**src/rtl/vga_timing_gen.sv**
```systemverilog
// VGA raster timing: position counters, registered sync/blanking decode and line/frame pulses.
// Define VGA_TIMING_LOOKAHEAD_EN to delay the decode one enabled cycle behind x/y.
module vga_timing_gen #(
    parameter int unsigned H_ACTIVE = 640,
    parameter int unsigned H_FP     = 16,
    parameter int unsigned H_SYNC   = 96,
    parameter int unsigned H_BP     = 48,
    parameter int unsigned V_ACTIVE = 480,
    parameter int unsigned V_FP     = 10,
    parameter int unsigned V_SYNC   = 2,
    parameter int unsigned V_BP     = 33,
    parameter int unsigned SYNC_POL = 0
) (
    input  logic       clk,
    input  logic       reset,
    input  logic       pix_en,
    output logic       hsync,
    output logic       vsync,
    output logic       h_display,
    output logic       v_display,
    output logic       display_en,
    output logic [9:0] x,
    output logic [9:0] y,
    output logic       line_start,
    output logic       frame_start
);

    localparam int unsigned H_TOTAL = H_ACTIVE + H_FP + H_SYNC + H_BP;
    localparam int unsigned V_TOTAL = V_ACTIVE + V_FP + V_SYNC + V_BP;

    localparam logic [9:0]  H_LAST   = 10'(H_TOTAL - 1);
    localparam logic [9:0]  V_LAST   = 10'(V_TOTAL - 1);
    localparam logic [10:0] H_ACT    = 11'(H_ACTIVE);
    localparam logic [10:0] V_ACT    = 11'(V_ACTIVE);
    localparam logic [10:0] HS_BEG   = 11'(H_ACTIVE + H_FP);
    localparam logic [10:0] HS_END   = 11'(H_ACTIVE + H_FP + H_SYNC);
    localparam logic [10:0] VS_BEG   = 11'(V_ACTIVE + V_FP);
    localparam logic [10:0] VS_END   = 11'(V_ACTIVE + V_FP + V_SYNC);
    localparam logic        SYNC_ACT = 1'(SYNC_POL);

    // Flag bit order: hsync, vsync, h_display, v_display, display_en, line_start, frame_start
    localparam logic [6:0] FLAGS_RST = {~SYNC_ACT, ~SYNC_ACT, 5'b0};

    logic [9:0] hc_q, hc_d;
    logic [9:0] vc_q, vc_d;
    logic [9:0] x_q, y_q;
    logic [6:0] flags_d, flags_q;
    logic [6:0] flags_out;

    always_comb begin
        logic [10:0] h;
        logic [10:0] v;
        logic        hd;
        logic        vd;

        hc_d = hc_q + 10'd1;
        vc_d = vc_q;
        if (hc_q == H_LAST) begin
            hc_d = '0;
            vc_d = (vc_q == V_LAST) ? '0 : vc_q + 10'd1;
        end

        h  = {1'b0, hc_q};
        v  = {1'b0, vc_q};
        hd = h < H_ACT;
        vd = v < V_ACT;

        flags_d    = '0;
        flags_d[6] = (h >= HS_BEG && h < HS_END) ? SYNC_ACT : ~SYNC_ACT;
        flags_d[5] = (v >= VS_BEG && v < VS_END) ? SYNC_ACT : ~SYNC_ACT;
        flags_d[4] = hd;
        flags_d[3] = vd;
        flags_d[2] = hd & vd;
        flags_d[1] = (hc_q == '0);
        flags_d[0] = (hc_q == '0) && (vc_q == '0);
    end

    // Outputs capture the decode of the pre-advance counters, so they lag hc/vc by one.
    always_ff @(posedge clk) begin
        if (reset) begin
            hc_q    <= '0;
            vc_q    <= '0;
            x_q     <= '0;
            y_q     <= '0;
            flags_q <= FLAGS_RST;
        end else if (pix_en) begin
            hc_q    <= hc_d;
            vc_q    <= vc_d;
            x_q     <= hc_q;
            y_q     <= vc_q;
            flags_q <= flags_d;
        end
    end

`ifdef VGA_TIMING_LOOKAHEAD_EN
    // Extra stage so sync/enable line up with a 1-cycle-latency pixel source addressed by x/y.
    logic [6:0] flags_dly_q;

    always_ff @(posedge clk) begin
        if (reset) begin
            flags_dly_q <= FLAGS_RST;
        end else if (pix_en) begin
            flags_dly_q <= flags_q;
        end
    end

    assign flags_out = flags_dly_q;
`else
    assign flags_out = flags_q;
`endif

    assign x           = x_q;
    assign y           = y_q;
    assign hsync       = flags_out[6];
    assign vsync       = flags_out[5];
    assign h_display   = flags_out[4];
    assign v_display   = flags_out[3];
    assign display_en  = flags_out[2];
    assign line_start  = flags_out[1];
    assign frame_start = flags_out[0];

endmodule

```
**config.mk**
```make
export PLATFORM = sky130hd
export DESIGN_NAME = vga_timing_gen
export DESIGN_NICKNAME = d
export VERILOG_FILES = /design/src/rtl/vga_timing_gen.sv
export SDC_FILE = /design/constraint.sdc
export NUM_CORES = 1
export LEC_CHECK = 0
export BUFFER_PORTS_ARGS = -buffer_cell sky130_fd_sc_hd__clkbuf_2
export CORE_MARGIN = 3
export CORE_UTILIZATION = 45
export DETAILED_ROUTE_END_ITERATION = 12
export PLACE_DENSITY = 0.71
export SYNTH_ARGS = -nofsm -noshare
export SYNTH_HDL_FRONTEND = slang
export SYNTH_SLANG_ARGS = --single-unit
export TNS_END_PERCENT = 5
```
**constraint.sdc**
```tcl
create_clock -name clk -period 1.79 [get_ports clk]
set_clock_uncertainty 0.1 [all_clocks]
set_input_delay 0.358 -clock clk [delete_from_list [all_inputs] [get_ports clk]]
set_output_delay 0.358 -clock clk [all_outputs]
set_load 0.01 [all_outputs]
```
==> impl_metrics.tcl <==
set metrics [dict create \
    yosys.area.top_type "dfxtp_1" \
    timing_hold_violations_final 0 \
    p_leak_uw 0.00114 \
    ys_ff_latch 47 \
    antennaDiodeCount 0 \
    clk_path_buf_depth 2 \
    powerDensity_nw_per_um2 779 \
    syn2layout_area_growth_pct 21.5 \
    seqPwrFrac 0.534 \
    outcome "finished clean" \
    pwr-share-comb 0.052 \
    tns_ps 0 \
    power_uw 2000 \
    num_rows 24 \
    post-route-period-util 0.950 \
    yosys.cell_count.top_type "dfxtp_1" \
    ir_drop_mv 0.550 \
    first_global_vias 1581 \
    yosys_warnings 0 \
    swShare 0.219 \
    worst_slew_pin_slew_ps 525 \
    path_max_fanout 5 \
    synth_area_sq_um 2110 \
    hold-worst-slack_ps 344 \
    ys_top_cells_by_count "47 x dfxtp_1, 30 x nor2_1, 22 x mux2i_1" \
    hold_path_class "in -> reg" \
    rsz0062_at_grt "no" \
    synth_flop_cell "dfxtp_1" \
    synth_edf_count 0 \
    regToRegSetupSlack_ps 90 \
    htree_levels 2 \
    clock_sinks 47 \
    layout-drive-gt1-share 0.256 \
    die_w_microns 74.5 \
    io_pins 30 \
    drt-total-wl_mm 4.68 \
    track_usage 0.181 \
    p_int_uw 1560 \
    finalSetupViolCount 0 \
    synth_top_area_frac 0.445 \
    syn-num-nets 239 \
    die_area_sq_um 5550 \
    maxCapViolations 0 \
    hpwl_mm 3.29 \
    grt_overflow 0 \
    drtPass1Iterations 4 \
    vias 1823 \
    fill_cells 396 \
    start_kind "flip-flop" \
    synth_seq_area_share 0.445 \
    fin_util 0.577 \
    clock_latency_ps 300 \
    wl_per_cell_microns 14.2 \
    arrival_ps 1840 \
    clockRootBuffer "clkbuf_8" \
    synth_async_sr_flop_share 0 \
    netlist_instances 232 \
    cts_tree "yes" \
    min_period_ps 1700 \
    drc 0 \
    path_class "reg -> reg" \
    port_buffers 29 \
    antenna_found_initial 0 \
    clkPwrFrac 0.414 \
    yosys-top-cells-area "dfxtp_1 45%, mux2i_1 10%, nor2_1 5.3%" \
    synth_cell_types 39 \
    max-slew-margin-rel 0.650 \
    clk_pin_slew_ps 90 \
    drt_iter0_markers 188 \
    seq_area_sq_um 946 \
    core_area_sq_um 4440 \
    grt_max_degree 27 \
    multi_input_area_sq_um 1060 \
    place.gp.congestion 0.828 \
    cp-end-kind "flip-flop" \
    cts_inserted_buffers 5 \
    cp.required_ps 1930 \
    antenna_left 0 \
    hold_buffers 0 \
    grt_first_pass_wirelength_mm 7.71 \
    maxClockFrequency_mhz 588 \
    syn_avg_cell_area_sq_um 9.10 \
    layout.nets 283 \
    p_switching_uw 438 \
    avgViaCountPerCell 5.54 \
    initial_core_util 0.475 \
    drv_slew 0 \
    die_y_microns 74.5 \
]
==> placed cells by master (no fill, tap or decap), types with 3 or more instances in the layout <==
master / instances
nand4_1: 10
nand3_1: 10
mux2i_1: 22
xnor2_1: 3
buf_4: 24
xor2_1: 6
dfxtp_1: 43
nand2_1: 11
dfxtp_2: 4
inv_1: 7
o32ai_1: 3
nor2_1: 30
and4_1: 3
ha_1: 4
clkbuf_2: 29
nand2b_1: 6
and3_1: 6
nor3_1: 13
clkbuf_8: 6
a21oi_1: 11
==> power groups by stage <==
stage | Clock, uW | Combinational, uW | Sequential (uW)
3_3_place_gp | 0 | 103 | 1090
6_report | 828 | 104 | 1070
3_5_place_dp | 0 | 104 | 1090
5_1_grt | 881 | 115 | 1070
2_1_floorplan | 0 | 64.6 | 1100
4_1_cts | 848 | 105 | 1070
==> final timing paths <==
check,cells after the start,endpoint,start
worst max-delay path,6,vc_q[8]$_SDFFE_PP0P_,vc_q[0]$_SDFFE_PP0P_
worst min-delay path,4,hc_q[2]$_SDFFE_PP0P_,pix_en
worst max register to register,6,vc_q[8]$_SDFFE_PP0P_,vc_q[0]$_SDFFE_PP0P_
worst min register to register,2,flags_out[1]$_SDFFE_PP0P_,flags_out[1]$_SDFFE_PP0P_
==> through the flow <==
step | std cells | setup slack (ps) | cell area (sq um)
floorplan | 232 | 40.5 | 2110
global placement | 320 | 146 | 2430
global route | 329 | 18.2 | 2570
finish | 329 | 88.8 | 2570
detailed placement | 320 | 80.4 | 2430
CTS | 328 | 53.8 | 2550
==> cells by family after synthesis <==
group	share of synthesized area
and+or+nand+nor	0.267
DFF	0.445
buffers and inverters	0.0533
AOI/OAI and AO/OA	0.0693
muxes	0.104
xor gates and xnor gates	0.0373
adders and majority gates	0.0237
==> metal layers <==
layer	global-route usage	up-vias	wire, microns
met5	0	-	0
met4	0.0514	0	52
met3	0.0527	5	299
met2	0.244	56	1940
met1	0.277	846	2390
li1	-	916	-
==> worst max-delay path: stages, from the launching register on <==
cell and delay, ps:
dfxtp_2 370, inv_1 60, ha_1 180, nor2b_1 150, and3_1 200, or4_1 430
a21oi_2 150
==> layout make-up <==
class | instances | share of cell area
clock buffer | 6 | 0.0322
inverter | 7 | 0.0102
timing repair buffer | 54 | 0.135
sequential | 47 | 0.369
multi-input combinational | 161 | 0.414
clock inverter | 2 | 0.0151
tap | 52 | 0.0254
==> state kept, by name, summed over array words and instances, names as in the netlist <==
register   count
flags_out      7
vc_q          10
x             10
hc_q          10
y             10
==> timing repair <==
item,in CTS,in global routing
resized for setup,0,5
setup buffers,0,1
setup endpoints to repair,0,3
Power figures use the tool's default switching activity.
